`src/rtl/serial_add_ctrl.sv`:
```
// serial_add_ctrl: bit-serial adder controller
// One shared full adder, one bit slice per clock, LSB first.
module serial_add_fa (
  input  logic i_a,
  input  logic i_b,
  input  logic i_c,
  output logic o_s,
  output logic o_c
);
  assign o_s = i_a ^ i_b ^ i_c;
  assign o_c = (i_a & i_b) | (i_c & (i_a ^ i_b));
endmodule

module serial_add_ctrl #(
  parameter int WIDTH = 8
) (
  input  logic             clk,
  input  logic             rst_n,
  input  logic             start,
  input  logic [WIDTH-1:0] a,
  input  logic [WIDTH-1:0] b,
  input  logic             cin,
  output logic             busy,
  output logic             done,
  output logic [WIDTH-1:0] sum,
  output logic             cout
);
  localparam int CW = (WIDTH > 1) ? $clog2(WIDTH) : 1;

  typedef enum logic [1:0] {
    S_IDLE,
    S_RUN,
    S_DONE
  } state_t;

  state_t r_state;
  state_t w_state_nxt;

  logic [WIDTH-1:0] r_a_sr;
  logic [WIDTH-1:0] r_b_sr;
  logic             r_carry;
  logic [CW-1:0]    r_cnt;
  logic [WIDTH-1:0] r_sum;
  logic             r_cout;

  logic             w_s;
  logic             w_c;
  logic             w_last;
  logic             w_load;
  logic             w_run;
  logic [WIDTH-1:0] w_sum_fin;

  serial_add_fa u_fa (
    .i_a (r_a_sr[0]),
    .i_b (r_b_sr[0]),
    .i_c (r_carry),
    .o_s (w_s),
    .o_c (w_c)
  );

  assign w_run  = (r_state == S_RUN);
  assign w_last = (r_cnt == CW'(WIDTH - 1));
  assign w_load = start && (r_state != S_RUN);

  // Partial sum: bits already produced sit below the incoming slice.
  if (WIDTH == 1) begin : g_w1
    assign w_sum_fin = w_s;
  end else begin : g_wn
    logic [WIDTH-2:0] r_sum_sr;

    // Shift each produced sum bit in from the top.
    always_ff @(posedge clk or negedge rst_n) begin
      if (!rst_n) begin
        r_sum_sr <= '0;
      end else if (w_run) begin
        r_sum_sr <= w_sum_fin[WIDTH-1:1];
      end
    end

    assign w_sum_fin = {w_s, r_sum_sr};
  end

  // State register.
  always_ff @(posedge clk or negedge rst_n) begin
    if (!rst_n) begin
      r_state <= S_IDLE;
    end else begin
      r_state <= w_state_nxt;
    end
  end

  // Next-state: start only honoured outside RUN.
  always_comb begin
    w_state_nxt = r_state;
    unique case (r_state)
      S_IDLE: begin
        if (start) w_state_nxt = S_RUN;
      end
      S_RUN: begin
        if (w_last) w_state_nxt = S_DONE;
      end
      S_DONE: begin
        w_state_nxt = start ? S_RUN : S_IDLE;
      end
      default: w_state_nxt = S_IDLE;
    endcase
  end

  // Operand capture, bit-slice stepping and result commit.
  always_ff @(posedge clk or negedge rst_n) begin
    if (!rst_n) begin
      r_a_sr  <= '0;
      r_b_sr  <= '0;
      r_carry <= 1'b0;
      r_cnt   <= '0;
      r_sum   <= '0;
      r_cout  <= 1'b0;
    end else if (w_load) begin
      r_a_sr  <= a;
      r_b_sr  <= b;
      r_carry <= cin;
      r_cnt   <= '0;
    end else if (w_run) begin
      r_a_sr  <= r_a_sr >> 1;
      r_b_sr  <= r_b_sr >> 1;
      r_carry <= w_c;
      r_cnt   <= r_cnt + 1'b1;
      if (w_last) begin
        r_sum  <= w_sum_fin;
        r_cout <= w_c;
      end
    end
  end

  assign busy = (r_state == S_RUN);
  assign done = (r_state == S_DONE);
  assign sum  = r_sum;
  assign cout = r_cout;
endmodule

```
`config.mk`:
```
export PLATFORM = sky130hd
export DESIGN_NAME = serial_add_ctrl
export DESIGN_NICKNAME = d
export VERILOG_FILES = /design/src/rtl/serial_add_ctrl.sv
export SDC_FILE = /design/constraint.sdc
export NUM_CORES = 1
export LEC_CHECK = 0
export ABC_AREA = 1
export CAP_MARGIN = 20
export CELL_PAD_IN_SITES_DETAIL_PLACEMENT = 0
export CELL_PAD_IN_SITES_GLOBAL_PLACEMENT = 1
export CORE_MARGIN = 2
export CORE_UTILIZATION = 40
export DETAILED_ROUTE_END_ITERATION = 16
export PLACE_DENSITY = 0.87
export SYNTH_ARGS = -nofsm -noshare
export SYNTH_HDL_FRONTEND = slang
export SYNTH_SLANG_ARGS = --single-unit
```
`constraint.sdc`:
```
create_clock -name clk -period 1.59 [get_ports clk]
set_input_delay 0.2385 -clock clk [delete_from_list [all_inputs] [get_ports clk]]
set_output_delay 0.2385 -clock clk [all_outputs]
set_load 0.01 [all_outputs]
```
# Word level (Yosys, flattened, before mapping)
# Index checks and enable logic that the tools add are counted.
# totals
regBits,38
word_cells,38
# classes
n_addsub,1
eq_ne,6
mux,12
bitwise,6
n_reduce_logical,5
# op_table
operator,count
$mux W8,4
$mux W3,2
$pmux W2 S3,1
$mux W2,2
$ne A2 B1 Y1 const B,2
$add A3 B1 Y3 const B,1
$eq A3 B3 Y1 const B,1
$mux W1,3
$reduce_and A3 Y1,1
$and A1 B1 Y1,2
$eq A2 B1 Y1 const B,1
$eq A2 B2 Y1 const B,1
$logic_not A2 Y1,1
$ne A2 B2 Y1 const B,1
$reduce_and A2 Y1,1
$reduce_bool A2 Y1,1
$xor A1 B1 Y1,2
$logic_and A1 B1 Y1,1
$not A1 Y1,1
$or A1 B1 Y1,1

# Logic depth before layout (Yosys ltp)
# logic_depth
depth_word,5
mapped_depth,6
depth_no_buf,6

# By module
# A second synthesis with hierarchy kept.
# unflattened
hier_cells,181
area_unflattened_um2,1838.0
# modules_own_cells
module,n_inst,cells_each,area_per_inst_um2,seq_area_each_um2
serial_add_ctrl,1,180,1818.0,950.9
serial_add_fa,1,1,20.0,0.0

# Worst setup path after synthesis
# No wires, ideal clock.
# synth_timing
path_kind,flip-flop to flip-flop
startpoint,register r_cnt[0]
endpoint,register r_sum[7] (netlist: sum[7])
t_arrival_ps,1093
required_ps,1473
setup_slack_ps,380
path_stages_with_launch,7
n_path_buf,0
period_less_slack_ps,1210
path_cell_list,dfrtp_1 ha_1 ha_1 inv_1 nor2_8 nand2_1 nand2_1
# synth_between
elab_chain_len,2
# synth_rtl
element,line,text
from (decl),42,logic [CW-1:0] r_cnt;
from (signal assigned),127,r_cnt <= r_cnt + 1'b1;
$eq A3 B3 Y1,62,assign w_last = (r_cnt == CW'(WIDTH - 1));
$reduce_and A3 Y1 (no source line),--,
to (signal assigned),129,r_sum <= w_sum_fin;
to (decl),43,logic [WIDTH-1:0] r_sum;
# No other way between the ends.
# A chain may end at the register's enable or synchronous reset.

# Worst setup path after layout
# layout_timing
startpoint,register r_state[0]
endpoint,output done
# layout_between
elab_chain_len,1
# layout_rtl
element,line,text
from (decl),36,state_t r_state;
from (signal assigned),88,r_state <= w_state_nxt;
$eq A2 B2 Y1,136,assign done = (r_state == S_DONE);
to (decl),24,"output logic done,"
# No other way between the ends.

==> results.sh <==
export IMPL_fillers=424
export IMPL_swShare=0.3718
export IMPL_coreArea_um2=4414
export IMPL_synth_top_family_by_area="simple AND/OR/NAND/NOR gates"
export IMPL_ant_nets=0
export IMPL_synth_edf_count=0
export IMPL_grt_met1_usage=0.1820
export IMPL_cts_tree="done"
export IMPL_dr_pass1_iters=4
export IMPL_critical_path_class="register to output pin"
export IMPL_grt_setup_unrepaired="false"
export IMPL_timing_final_crit_share=0.9147
export IMPL_die_w_um=71.93
export IMPL_track_usage=0.1433
export IMPL_skew_ns=0.004330
export IMPL_wl_per_cell_um=11.93
export IMPL_grt_busiest_layer="met2"
export IMPL_avgViaCountPerCell=4.921
export IMPL_power_switching_mw=1.385
export IMPL_crit_required_ns=1.35
export IMPL_synth_compound_area_frac=0.03051
export IMPL_final_area_um2=2222
export IMPL_p_leak_nw=1.073
export IMPL_synth_distinct_cells=19
export IMPL_std_cell_rows=24
export IMPL_r2r_end="sum[3]"
export IMPL_die_area_um2=5173
export IMPL_peakVddDrop_mv=0.6888
export IMPL_setup_violations_final=0
export IMPL_ys_flop_type="dfrtp_1"
export IMPL_tightest_slew_ns=0.4757
export IMPL_cp_end_kind="output pin"
export IMPL_nets=238
export IMPL_synthSimpleGateAreaFrac=0.3451
export IMPL_violations="negative hold slack"
export IMPL_crit_arrival_ns=1.22
export IMPL_placed_area_um2=2141
export IMPL_vias=1314
export IMPL_io_pins=31
export IMPL_timing_hold_ws_ns=-0.008674
export IMPL_initial_core_util=0.4181
export IMPL_slew_limit_headroom=0.6828
export IMPL_postCtsHoldBufs=0
export IMPL_final_layout_size_suffix_gt1_frac=0.2186
export IMPL_synth_xor_area_share=0
export IMPL_r2r_cells=6
export IMPL_cts_made_buffers=5
export IMPL_antenna_found_initial=0
export IMPL_grt_start_max_net_pins=48
export IMPL_dieHeight_um=71.93
export IMPL_synth_ff_latch_count=38
export IMPL_p_comb_frac=0.405
export IMPL_drc_errors=0
export IMPL_fin_tns_setup_ns=0
export IMPL_syn_inst=181
export IMPL_multiInputGateArea_um2=738.2
export IMPL_cts_sinks=38
export IMPL_grt_use_met3=0.05000
export IMPL_diodes=0
export IMPL_cp_start_kind="register"
export IMPL_synth_nets=204
export IMPL_hold_class="primary input to asynchronous set/reset pin"
export IMPL_drtIter0Drc=54
export IMPL_cts_path_max_buffers=2
export IMPL_muxShareOfSynthArea=0
export IMPL_timing_fmax_mhz=687.6
export IMPL_power_total_mw=3.724
export IMPL_drt_wl_total_um=3185
export IMPL_pwr_share_clk=0.165
export IMPL_ys_seq_area_frac=0.5153
export IMPL_syn_area_um2=1846
export IMPL_finalCriticalPeriod_ns=1.454
export IMPL_drv_slew=0
export IMPL_async_reset_ff_frac=1.000
export IMPL_intPower_mw=2.339
export IMPL_hpwlAfterDp_um=2181
export IMPL_grt_pass1_wl_um=5802
export IMPL_postSynthAreaPerCell_um2=10.20
export IMPL_register_area_um2=950.9
export IMPL_p_per_area_nw_per_um2=1676
export IMPL_cp_max_fo=3
export IMPL_synth_fa_ha_area_frac=0.02441
export IMPL_mostFrequentLayoutCell="nand2_1"
export IMPL_r2r_start="r_cnt[0]"
export IMPL_pwr_share_seq=0.430
export IMPL_ys_warn_count=0
export IMPL_areaGrowthSynthToFinish_pct=20.41
export IMPL_io_buffer_count=30
export IMPL_drv_cap=0
export IMPL_grtUsageMet2=0.2377
export IMPL_gp_congestion=0.7168
export IMPL_cts_root_buf="clkbuf_8"
export IMPL_cts_htree_levels=2
export IMPL_run_status="finished with violations"
export IMPL_grt_ovfl_total=0
export IMPL_timing_final_hold_violations=20
export IMPL_r2r_slack_ns=0.27
export IMPL_path_clk_slew_ns=0.07
export IMPL_grt_pass1_vias=1304
export IMPL_clk_latency_ns=0.29
export IMPL_layout_common_cells="nand2_1 (57), dfrtp_1 (38), nand3_1 (29), clkdlybuf4s50_1 (27), nand3_2 (23)"
## registers in the layout, indices dropped and copies added, names as in the netlist
register and cells:
g_wn.r_sum_sr 7, r_b_sr 8, r_a_sr 8, r_carry 1
sum 8, r_state 2, r_cnt 3, cout 1
## final cells by class
class                           count  share of cell area
Inverter                            7             0.01182
Sequential cell                    38              0.4279
Tap cell                           52             0.02928
Clock buffer                        7             0.03435
Timing Repair Buffer               38              0.1644
Multi-Input combinational cell    125              0.3322
## kinds of logic (layout without fill, tap and decap cells)
family                   Yosys count  in the layout
flip-flops                        38             38
adder cells (fa/ha/maj)            3              3
AND/OR/NAND/NOR                  114            114
AO/OA/AOI/OAI                      8              8
buffers and inverters             18             52
## synth_stat cells, types with 3 or more instances
master   instances  area share
buf_12           4       0.043
buf_2            4       0.011
dfrtp_1         38        0.52
inv_1            5       0.010
nand2_1         57        0.12
nand3_1         29       0.079
nand3_2         23        0.12
o21ai_0          3      0.0081
o21ai_2          4       0.019
## per-layer routing
| metal | routed length, µm | share of wire | up-vias |
|---|---|---|---|
| met5 | 0 | 0 | - |
| met4 | 33 | 0.010 | 0 |
| met3 | 174 | 0.055 | 7 |
| met2 | 1522 | 0.48 | 34 |
| met1 | 1455 | 0.46 | 610 |
| li1 | - | - | 663 |
## worst max-delay path, cell delays in order, from the launching register on
cell	delay, ns
dfrtp_1	0.39
buf_4	0.15
nor2_1	0.11
dlygate4sd2_1	0.28
## what timing repair did
action | in CTS | in global routing
setup buffers | 1 | 0
setup endpoints to repair | 2 | 0
resized for setup | 2 | 0
## stage by stage
step / utilization / instances / setup WS [ns]
final: 0.5034 / 267 / 0.1356
after floorplan: - / 181 / 0.3804
after detailed placement: 0.4850 / 259 / 0.2493
after CTS: 0.5034 / 267 / 0.1281
after global routing: 0.5034 / 267 / 0.06595
after global placement: 0.4850 / 259 / 0.2518
## power by group through the flow
stage | sequential, mW | combinational (mW) | clock (mW)
global placement | 1.60 | 1.50 | 0
CTS | 1.60 | 1.54 | 0.630
detailed placement | 1.63 | 1.52 | 0
finish | 1.60 | 1.51 | 0.616
floorplan | 1.62 | 1.23 | 0
global route | 1.66 | 1.72 | 0.678
## worst max path at each step
stage | startpoint | to | slack, ns | cells after the start
finish | r_state[0] | done | 0.14 | 3
global route | r_state[0] | done | 0.07 | 3
CTS | r_state[0] | done | 0.13 | 3
detailed placement | r_state[1] | done | 0.25 | 3
global placement | r_state[1] | done | 0.25 | 3
floorplan | r_cnt[0] | sum[7] | 0.38 | 6
(Power assumes the default switching activity.)
